--- config.mk ---
export PLATFORM = sky130hd
export DESIGN_NAME = bt_result_to_binary
export DESIGN_NICKNAME = d
export VERILOG_FILES = /design/src/rtl/bt_pkg.sv /design/src/rtl/bt_trit_decode.sv /design/src/rtl/bt_result_to_binary.sv
export SDC_FILE = /design/constraint.sdc
export NUM_CORES = 1
export LEC_CHECK = 0
export CAP_MARGIN = 20
export CORE_MARGIN = 2
export CORE_UTILIZATION = 40
export CTS_CLUSTER_DIAMETER = 50
export DETAILED_ROUTE_END_ITERATION = 7
export REMOVE_ABC_BUFFERS = 1
export SYNTH_ARGS = -nofsm -noshare
export SYNTH_HDL_FRONTEND = slang
export SYNTH_SLANG_ARGS = --single-unit
--- constraint.sdc ---
create_clock -name clk -period 4.62 [get_ports clk]
set_input_delay 0.462 -clock clk [delete_from_list [all_inputs] [get_ports clk]]
set_output_delay 0.462 -clock clk [all_outputs]
set_load 0.02 [all_outputs]
--- src/rtl/bt_pkg.sv ---
// Shared definitions for the balanced-ternary result converter: trit codes and FSM states.
package bt_pkg;

    localparam logic [1:0] BT_NEG  = 2'b01;
    localparam logic [1:0] BT_ZERO = 2'b11;
    localparam logic [1:0] BT_POS  = 2'b10;
    localparam logic [1:0] BT_INV  = 2'b00;

    typedef enum logic [1:0] {
        IDLE = 2'd0,
        CONV = 2'd1,
        DONE = 2'd2
    } bt_state_e;

endpackage

--- src/rtl/bt_trit_decode.sv ---
// Maps one 2-bit trit code to its signed value; the invalid code reads as 0 and raises a flag.
module bt_trit_decode
    import bt_pkg::*;
(
    input  logic [1:0]        code,
    output logic signed [1:0] value,
    output logic              invalid
);

    always_comb begin
        value   = 2'sd0;
        invalid = 1'b0;
        case (code)
            BT_NEG:  value = -2'sd1;
            BT_POS:  value = 2'sd1;
            BT_ZERO: value = 2'sd0;
            default: invalid = 1'b1;
        endcase
    end

endmodule

--- src/rtl/bt_result_to_binary.sv ---
// Serial balanced-ternary to two's-complement converter, MSB trit first, one trit per clock.
module bt_result_to_binary
    import bt_pkg::*;
#(
    parameter int unsigned NTRITS = 4,
    parameter int unsigned OUT_W  = 7
) (
    input  logic                    clk,
    input  logic                    rst,
    input  logic                    in_valid,
    output logic                    in_ready,
    input  logic [2*NTRITS-1:0]     in_trits,
    output logic                    out_valid,
    input  logic                    out_ready,
    output logic signed [OUT_W-1:0] out_value,
    output logic                    out_err
);

    localparam int unsigned IN_W    = 2 * NTRITS;
    localparam int unsigned CNT_W   = (NTRITS > 1) ? $clog2(NTRITS) : 1;
    localparam int unsigned MAX_MAG = ((3 ** NTRITS) - 1) / 2;
    localparam int unsigned MAX_POS = (1 << (OUT_W - 1)) - 1;

    // Largest word magnitude must fit the signed output, otherwise refuse to elaborate.
    if (MAX_MAG > MAX_POS) begin : g_width_check
        $error("bt_result_to_binary: OUT_W too small for NTRITS");
    end

    bt_state_e               state, state_nxt;
    logic [IN_W-1:0]         hold, hold_nxt;
    logic [CNT_W-1:0]        cnt, cnt_nxt;
    logic signed [OUT_W-1:0] acc, acc_nxt;
    logic                    err, err_nxt;
    logic                    in_ready_nxt, out_valid_nxt, out_err_nxt;
    logic signed [OUT_W-1:0] out_value_nxt;
    logic signed [1:0]       trit_val;
    logic                    trit_inv;

    // Hold register shifts left so the current trit is always the top pair.
    bt_trit_decode u_dec (
        .code    (hold[IN_W-1 -: 2]),
        .value   (trit_val),
        .invalid (trit_inv)
    );

    always_ff @(posedge clk) begin
        if (rst) begin
            state     <= IDLE;
            hold      <= '0;
            cnt       <= '0;
            acc       <= '0;
            err       <= 1'b0;
            in_ready  <= 1'b1;
            out_valid <= 1'b0;
            out_value <= '0;
            out_err   <= 1'b0;
        end else begin
            state     <= state_nxt;
            hold      <= hold_nxt;
            cnt       <= cnt_nxt;
            acc       <= acc_nxt;
            err       <= err_nxt;
            in_ready  <= in_ready_nxt;
            out_valid <= out_valid_nxt;
            out_value <= out_value_nxt;
            out_err   <= out_err_nxt;
        end
    end

    always_comb begin
        state_nxt     = state;
        hold_nxt      = hold;
        cnt_nxt       = cnt;
        acc_nxt       = acc;
        err_nxt       = err;
        out_value_nxt = out_value;
        out_err_nxt   = out_err;
        in_ready_nxt  = 1'b0;
        out_valid_nxt = 1'b0;

        case (state)
            IDLE: begin
                if (in_valid) begin
                    hold_nxt  = in_trits;
                    acc_nxt   = '0;
                    err_nxt   = 1'b0;
                    cnt_nxt   = CNT_W'(NTRITS - 1);
                    state_nxt = CONV;
                end
            end
            CONV: begin
                // Horner step: acc*3 + trit, with 3*acc formed as (acc<<1)+acc.
                acc_nxt  = (acc <<< 1) + acc + OUT_W'(trit_val);
                err_nxt  = err | trit_inv;
                hold_nxt = hold << 2;
                if (cnt == '0) begin
                    state_nxt     = DONE;
                    out_value_nxt = acc_nxt;
                    out_err_nxt   = err_nxt;
                end else begin
                    cnt_nxt = cnt - CNT_W'(1);
                end
            end
            DONE: begin
                if (out_ready) begin
                    state_nxt = IDLE;
                end
            end
            default: state_nxt = IDLE;
        endcase

        in_ready_nxt  = (state_nxt == IDLE);
        out_valid_nxt = (state_nxt == DONE);
    end

endmodule

==> results of run 1 <==
## per-layer routing
metal	vias up	global-route usage	share of wire	wire length [µm]
met3	8	0.0426	0.038	119
met1	571	0.209	0.47	1480
met4	0	0.0918	0.024	76
li1	608	-	-	-
met2	24	0.265	0.47	1470
met5	-	0	0	0
## worst paths after layout
path	startpoint	endpoint	slack, ns	depth (start not counted)
worst max-delay path	hold[7]	out_value[5]	2.07	12
worst min-delay path	out_value[5]	out_value[5]	0.46	2
worst max register to register	hold[7]	out_value[5]	2.07	12
worst min register to register	out_value[5]	out_value[5]	0.46	2
## worst max-delay path: stages, from the launching register on
cell     delay, ns
dfxtp_1       0.30
inv_1         0.12
ha_1          0.16
inv_1         0.04
fa_1          0.47
inv_1         0.04
ha_1          0.21
fa_1          0.40
a21o_1        0.19
a21oi_1       0.17
xnor2_1       0.16
nand2_1       0.07
a21oi_1       0.13
## through the flow
stage	total power, mW	hold slack, ns
floorplan	0.448	0.437
global placement	0.505	0.442
detailed placement	0.510	0.449
CTS	0.710	0.460
global route	0.751	0.493
finish	0.704	0.456
## flip-flops by register name, summed over array words and instances (netlist names)
signal	count
hold	8
cnt	2
state	2
out_value	7
out_valid	1
out_err	1
acc	7
err	1
in_ready	1
## cell type report
type	instances	share of cell area
Tap cell	48	0.0322
Inverter	16	0.0336
Timing Repair Buffer	22	0.121
Multi-Input combinational cell	112	0.450
Sequential cell	30	0.322
Clock buffer	7	0.0409
## Yosys cell counts (all sizes together)
cell type	count
a211oi	3
a21o	2
a21oi	11
a221oi	6
a22oi	7
a2bb2oi	1
a311oi	1
and2b	1
buf	3
clkbuf	3
dfxtp	30
fa	6
ha	10
inv	16
nand2	16
nand2b	1
nand3	3
nand3b	1
nand4	1
nor2	22
nor3	2
nor3b	1
o21ai	3
o21bai	1
o22ai	5
o31ai	1
xnor2	6
xor2	1
## where the power goes
part           internal, mW  leakage [nW]  switching, mW  total, mW
combinational        0.0886         0.471          0.112      0.201
sequential            0.285         0.246         0.0209      0.306
clock                 0.103        0.0383         0.0932      0.197
total                 0.477         0.755          0.226      0.704
## cell families (layout without fill, tap and decap cells)
logic type | after synthesis | count (layout) | synth area share
flip-flops | 30 | 30 | 0.388
AO/OA/AOI/OAI | 41 | 41 | 0.199
XOR/XNOR | 7 | 7 | 0.0396
buffers and inverters | 22 | 45 | 0.0695
AND/OR/NAND/NOR | 48 | 48 | 0.146
adder cells (fa/ha/maj) | 16 | 16 | 0.158
==> qor.csv, run 1 <==
metric,value,unit
outcome,"finished, final reports clean",
Post-CTS Resized,0,
dpl cells,227,
post-synth top area cell,dfxtp_1,
Starting Density,0.420,
Die ar.,0.00438,mm²
GPL Wtd Cong,0.764,
FILL cells,359,
max_cap viols,0,
yosys warns,0,
Clock Tree Buf Depth,2,
RSZ-0062 raised after global routing,no,
setup ws final,2.07,ns
Slew HR,0.604,
"wirelength, routed",3.15,mm
Core Box Area,0.00369,mm²
die width,66.2,µm
Post-DP Area,0.00177,mm²
I/O Buffers,21,
actual slew at the worst max-slew pin,0.594,ns
H-tree Lvls,2,
initial antenna violation count,0,
post-DP HPWL,2.18,mm
post-synth top area share,0.388,
fmax,393,MHz
Via Count,1211,
register area,601,µm²
Final Hold Vio Count,0,
Wirelength per Cell,13.4,µm
layout cells sized above 1,0.0909,
worst min path class,flop to flop,
Clock transition at path regs,0.06,ns
Inserted Clock Buffers,5,
leakage,0.755,nW
post-layout util,0.505,
vias in the first global route,1184,
synthesis-to-finish area growth,20.5,%
sequential-to-total area share from yosys stat,0.388,
Layout Nets,215,
TritonCTS clock tree,built,
post-synthesis cell count,164,
clk sinks,30,
Remaining DRCs,0,
starting DRC count in detailed routing,52,
first-pass GRT wire length,5.38,mm
synth top area cells,"dfxtp_1 (39%), ha_1 (8.1%), fa_1 (7.8%)",
min Tclk post-route,2.55,ns
fin crit share,0.551,
most frequent cells in the layout,"dfxtp_1 (30), clkdlybuf4s50_1 (21), nor2_1 (19)",
area of the multi-input gates,840,µm²
post-synth cell types,33,
pin count of the biggest net entering global routing,32,
Rows,22,
later-pin clock latency in the skew report,0.28,ns
CP Max Fanout,4,
Pre-Repair DR Iteration Count,4,
Setup Skew,0.00450,ns
vias per cell,5.15,
crit path launch type,flop,
"commonest non-fill, non-tap cell in the layout",dfxtp_1,
IO Pins,22,
"Slew Viols, Final",0,
final setup fails,0,
# hold bufs at CTS,0,
CP Class,flop to flop,
Global Route Usage Sum,0.168,
CP required,4.84,ns
design area,0.00186,mm²
nature of the critical path endpoint,flop,
Setup TNS,0,ns
n_diodes,0,
setup repair bufs after CTS,0,
Yosys reg bits,30,
Mapped Avg Cell Area,9.44,µm²
remaining antenna violation count after routing,0,
"Arr. time, crit path",2.77,ns
CTS root buf,clkbuf_8,
maximum vdd drop,181,µV
dpl ws,2.06,ns
gr ovfl total,0,
total power per unit cell area,377,mW/mm²
DIE HEIGHT,66.2,µm
Syn Std Cell Area,0.00155,mm²
Final Non-Filler Cells,235,
(Power assumes the default switching activity.)
==> run 2: changes to the inputs <==
==> constraint.sdc (replaced) <==
create_clock -name clk -period 2.4 [get_ports clk]
set_input_delay 0.24 -clock clk [delete_from_list [all_inputs] [get_ports clk]]
set_output_delay 0.24 -clock clk [all_outputs]
set_load 0.02 [all_outputs]
==> qor.csv, run 2 (synthesis results as in run 1) <==
metric,value,unit,change
die width,66.2,µm,unchanged
post-DP HPWL,2.34,mm,was 2.18 mm
CTS root buf,clkbuf_8,,unchanged
Layout Nets,229,,was 215
fmax,416,MHz,was 393 MHz
register area,603,µm²,was 601 µm²
failing checks,setup timing,,
Post-DP Area,0.00187,mm²,was 0.00177 mm²
IO Pins,22,,unchanged
actual slew at the worst max-slew pin,0.579,ns,was 0.594 ns
hold path start,out_value[4],,was out_value[5]
busiest grt layer,met2,,unchanged
"wirelength, routed",3.35,mm,was 3.15 mm
# hold bufs at CTS,0,,unchanged
setup ws final,-0.00612,ns,was 2.07 ns
I/O Buffers,21,,unchanged
Clock Tree Buf Depth,2,,unchanged
most frequent cells in the layout,"dfxtp_1 (28), clkdlybuf4s50_1 (21), nor2_1 (19)",,"was dfxtp_1 (30), clkdlybuf4s50_1 (21), nor2_1 (19)"
Worst path most repeated cell,inv_2,,was inv_1
"commonest non-fill, non-tap cell in the layout",dfxtp_1,,unchanged
total power per unit cell area,762,mW/mm²,was 377 mW/mm²
Largest register FFs,8,,unchanged
worst r2r path cells,12,,unchanged
initial antenna violation count,0,,unchanged
starting DRC count in detailed routing,39,,was 52
Final Hold Vio Count,0,,unchanged
M1 GR Usage,0.204,,was 0.209
remaining antenna violation count after routing,0,,unchanged
hold-critical path depth,2,,unchanged
CP required,2.56,ns,was 4.84 ns
Via Count,1280,,was 1211
GPL Wtd Cong,0.765,,was 0.764
crit path launch type,flop,,unchanged
nature of the critical path endpoint,flop,,unchanged
max_cap viols,0,,unchanged
Reg2Reg Setup Slack,-0.006,ns,was 2.07 ns
Global Route Usage Sum,0.177,,was 0.168
gr ovfl total,0,,unchanged
Pre-Repair DR Iteration Count,4,,unchanged
H-tree Lvls,2,,unchanged
n_diodes,0,,unchanged
worst min path class,flop to flop,,unchanged
area of the multi-input gates,902,µm²,was 840 µm²
Crit. Startpoint,hold[7],,unchanged
DIE HEIGHT,66.2,µm,unchanged
worst-path cell chain,inv_2 -> ha_4 -> inv_2 -> fa_1 -> inv_1 -> ha_2 -> fa_2 -> a21o_1 -> a21oi_2 -> xnor2_2 -> a22oi_1 -> nor2_1,,was inv_1 -> ha_1 -> inv_1 -> fa_1 -> inv_1 -> ha_1 -> fa_1 -> a21o_1 -> a21oi_1 -> xnor2_1 -> nand2_1 -> a21oi_1
met2 usage,0.300,,was 0.265
clk sinks,30,,unchanged
later-pin clock latency in the skew report,0.28,ns,about the same
M3 GR Usage,0.0596,,was 0.0426
reg2reg start,hold[7],,unchanged
Slew HR,0.614,,was 0.604
FILL cells,340,,was 359
Biggest register,hold,,unchanged
Clock transition at path regs,0.06,ns,about the same
leakage,0.835,nW,was 0.755 nW
Core Box Area,0.00369,mm²,unchanged
Remaining DRCs,0,,unchanged
WHS Endpoint,out_value[4],,was out_value[5]
TritonCTS clock tree,built,,unchanged
Final Non-Filler Cells,250,,was 235
RSZ-0062 raised after global routing,yes,,was no
largest registers,"hold x8, acc x7, out_value x7",,unchanged
min Tclk post-route,2.41,ns,was 2.55 ns
outcome,"finished, violations left",,"was finished, final reports clean"
Setup Skew,0.00587,ns,was 0.00450 ns
synthesis-to-finish area growth,32.9,%,was 20.5%
Setup TNS,-0.00612,ns,was 0 ns
CP Max Fanout,3,,was 4
FF-to-FF End,acc[5],,was out_value[5]
dpl cells,240,,was 227
vias in the first global route,1314,,was 1184
Rows,22,,unchanged
Die ar.,0.00438,mm²,unchanged
first-pass GRT wire length,5.82,mm,was 5.38 mm
CP max stage cell,fa_1,,unchanged
vias per cell,5.12,,was 5.15
Wirelength per Cell,13.4,µm,about the same
final setup fails,1,,was 0
pin count of the biggest net entering global routing,32,,unchanged
"Arr. time, crit path",2.56,ns,was 2.77 ns
CP Class,flop to flop,,unchanged
Hold WS,0.451,ns,was 0.456 ns
Starting Density,0.420,,unchanged
"Slew Viols, Final",0,,unchanged
Inserted Clock Buffers,5,,unchanged
layout cells sized above 1,0.228,,was 0.0909
design area,0.00206,mm²,was 0.00186 mm²
post-layout util,0.558,,was 0.505
maximum vdd drop,380,µV,was 181 µV
fin crit share,1.00,,was 0.551
largest stage delay on the critical path,0.48,ns,was 0.47 ns
-- run 2: worst max-delay path, delay by kind of cell, from the launching register on --
| family | cells | cell delay [ns] |
|---|---|---|
| fa+ha+maj | 4 | 1.13 |
| compound gates | 3 | 0.54 |
| xor+xnor | 1 | 0.08 |
| buf+inv | 3 | 0.15 |
| simple gates | 1 | 0.07 |
| flops | 1 | 0.32 |
-- run 2: cell type report --
| cell class | instances | share of cell area |
|---|---|---|
| multi-input cells | 112 | 0.439 |
| flip-flops and latches | 30 | 0.293 |
| well taps | 48 | 0.0292 |
| inverters | 16 | 0.0304 |
| clock inverters | 1 | 0.0146 |
| clock buffers | 7 | 0.0371 |
| repair buffers | 36 | 0.157 |
-- run 2: layer usage --
metal  up-vias  wire length, µm
met3         6              156
met5         -                0
met2        28             1650
met4         0               59
met1       606             1480
li1        640                -
-- run 2: power breakdown --
part	switching (mW)	total [mW]	internal, mW
Sequential	0.0363	0.587	0.550
Clock	0.187	0.497	0.310
Combinational	0.245	0.484	0.239
-- run 2: stage by stage --
stage	setup slack, ns	power (mW)
5_1_grt	-0.137	1.67
6_report	-0.00612	1.57
3_5_place_dp	-0.131	1.04
3_3_place_gp	-0.0164	1.03
2_1_floorplan	-0.000375	0.863
4_1_cts	-0.00945	1.57
-- run 2: timing repair --
| item | in CTS | in global routing |
|---|---|---|
| endpoints found under the hold margin | 0 | 0 |
| resized for setup | 11 | 4 |
| endpoints found under the setup margin | 4 | 7 |
| pin swaps | 7 | 9 |
| buffers inserted | 2 | 0 |
-- run 2: how the worst max path moves through the flow --
| stage | to | slack, ns |
|---|---|---|
| 2_1_floorplan | out_value[5] | -0.0004 |
| 3_3_place_gp | out_value[5] | -0.02 |
| 3_5_place_dp | out_value[5] | -0.13 |
| 4_1_cts | out_value[5] | -0.009 |
| 5_1_grt | acc[5] | -0.14 |
| 6_report | acc[5] | -0.006 |
==> run 3: changes to the inputs <==
--- a/config.mk
+++ b/config.mk
@@ -8,7 +8,9 @@
 export CAP_MARGIN = 20
 export CORE_MARGIN = 2
 export CORE_UTILIZATION = 40
+export CTS_BUF_LIST = sky130_fd_sc_hd__clkbuf_4 sky130_fd_sc_hd__clkbuf_8 sky130_fd_sc_hd__clkbuf_16
 export CTS_CLUSTER_DIAMETER = 50
+export CTS_CLUSTER_SIZE = 40
 export DETAILED_ROUTE_END_ITERATION = 7
 export REMOVE_ABC_BUFFERS = 1
 export SYNTH_ARGS = -nofsm -noshare
==> qor.csv, run 3 (synthesis results as in run 1) <==
metric,value,unit,change
outcome,"finished, violations left",,unchanged
failing checks,setup timing,,unchanged
setup ws final,-0.00649,ns,was -0.00612 ns
Largest register FFs,8,,unchanged
CP required,2.56,ns,about the same
Slew HR,0.609,,was 0.614
Clock Tree Buf Depth,2,,unchanged
nature of the critical path endpoint,flop,,unchanged
most frequent cells in the layout,"dfxtp_1 (28), clkdlybuf4s50_1 (21), nor2_1 (19)",,unchanged
total chip power,1.59,mW,was 1.57 mW
fmax,416,MHz,about the same
Reg2Reg Setup Slack,-0.006,ns,about the same
remaining antenna violation count after routing,0,,unchanged
CP Max Fanout,3,,unchanged
Final Hold Vio Count,0,,unchanged
fin crit share,1.00,,about the same
Clock transition at path regs,0.06,ns,about the same
min Tclk post-route,2.41,ns,about the same
pin count of the biggest net entering global routing,32,,unchanged
Wirelength per Cell,13.5,µm,was 13.4 µm
Die ar.,0.00438,mm²,unchanged
Starting Density,0.420,,unchanged
crit path launch type,flop,,unchanged
total power per unit cell area,771,mW/mm²,was 762 mW/mm²
n_diodes,0,,unchanged
H-tree Lvls,2,,unchanged
GPL Wtd Cong,0.765,,unchanged
leakage,0.842,nW,was 0.835 nW
worst min path class,flop to flop,,unchanged
"Arr. time, crit path",2.56,ns,about the same
"commonest non-fill, non-tap cell in the layout",dfxtp_1,,unchanged
die width,66.2,µm,unchanged
Layout Nets,229,,unchanged
first-pass GRT wire length,5.83,mm,was 5.82 mm
synthesis-to-finish area growth,33.4,%,was 32.9%
I/O Buffers,21,,unchanged
dpl ws,-0.131,ns,unchanged
"wirelength, routed",3.38,mm,was 3.35 mm
post-layout util,0.560,,was 0.558
Rows,22,,unchanged
later-pin clock latency in the skew report,0.28,ns,about the same
Core Box Area,0.00369,mm²,unchanged
max_cap viols,0,,unchanged
Pre-Repair DR Iteration Count,4,,unchanged
post-DP HPWL,2.34,mm,unchanged
IO Pins,22,,unchanged
gr ovfl total,0,,unchanged
final setup fails,1,,unchanged
vias in the first global route,1310,,was 1314
"Slew Viols, Final",0,,unchanged
initial antenna violation count,0,,unchanged
TritonCTS clock tree,built,,unchanged
vias per cell,5.10,,was 5.12
Global Route Usage Sum,0.178,,was 0.177
DIE HEIGHT,66.2,µm,unchanged
clk sinks,30,,unchanged
CTS root buf,clkbuf_8,,unchanged
starting DRC count in detailed routing,48,,was 39
Setup Skew,0.00455,ns,was 0.00587 ns
Biggest register,hold,,unchanged
actual slew at the worst max-slew pin,0.585,ns,was 0.579 ns
CP Class,flop to flop,,unchanged
Remaining DRCs,0,,unchanged
largest registers,"hold x8, acc x7, out_value x7",,unchanged
maximum vdd drop,381,µV,was 380 µV
Setup TNS,-0.00649,ns,was -0.00612 ns
RSZ-0062 raised after global routing,yes,,unchanged
Via Count,1275,,was 1280
layout cells sized above 1,0.238,,was 0.228
Inserted Clock Buffers,5,,unchanged
[run 3: through the flow]
stage | hold WS [ns] | instance area (µm²) | std cells
after global routing | 0.471 | 2060 | 250
after global placement | 0.443 | 1870 | 240
after CTS | 0.454 | 2040 | 250
after detailed placement | 0.446 | 1870 | 240
final | 0.451 | 2060 | 250
after floorplan | 0.305 | 1500 | 158
[run 3: path summary, 6_finish.rpt]
path | cells past startpoint | end | start
hold / removal | 2 | out_value[4] | out_value[4]
setup / recovery | 12 | acc[5] | hold[7]
hold reg to reg | 2 | out_value[4] | out_value[4]
setup reg to reg | 12 | acc[5] | hold[7]
[run 3: layout make-up]
| cell class | instances | area, µm² |
|---|---|---|
| fillers | 339 | 1620 |
| multi-input cells | 112 | 902 |
| flip-flops and latches | 30 | 603 |
| repair buffers | 36 | 323 |
| clock buffers | 7 | 83.8 |
| inverters | 16 | 62.6 |
| well taps | 48 | 60.1 |
| clock inverters | 1 | 30.0 |
[run 3: timing repair]
item                       CTS  global route
hold buffers                 0             0
setup endpoints to repair    4             7
pin swaps                    7             9
resized for setup           11             4
buffers inserted             2             0
[run 3: routing by layer]
layer	track usage	wire, µm	vias to the layer above
li1	-	-	641
met1	0.205	1510	602
met2	0.304	1660	26
met3	0.0596	144	6
met4	0.0689	59	0
met5	0	0	-
[run 3: worst max-delay path, stage by stage, from the launching register on]
cell	delay, ns
dfxtp_2	0.32
inv_2	0.07
ha_4	0.13
inv_2	0.03
fa_1	0.48
inv_1	0.05
ha_2	0.17
fa_2	0.35
a21o_1	0.20
a21oi_2	0.17
xnor2_2	0.08
a22oi_1	0.17
nor2_1	0.07
[run 3: power by group]
part	internal (mW)	leakage, nW	total (mW)	switching, mW
clock network	0.333	0.0593	0.520	0.187
logic	0.239	0.536	0.485	0.245
registers	0.550	0.246	0.587	0.0364
total	1.12	0.842	1.59	0.469
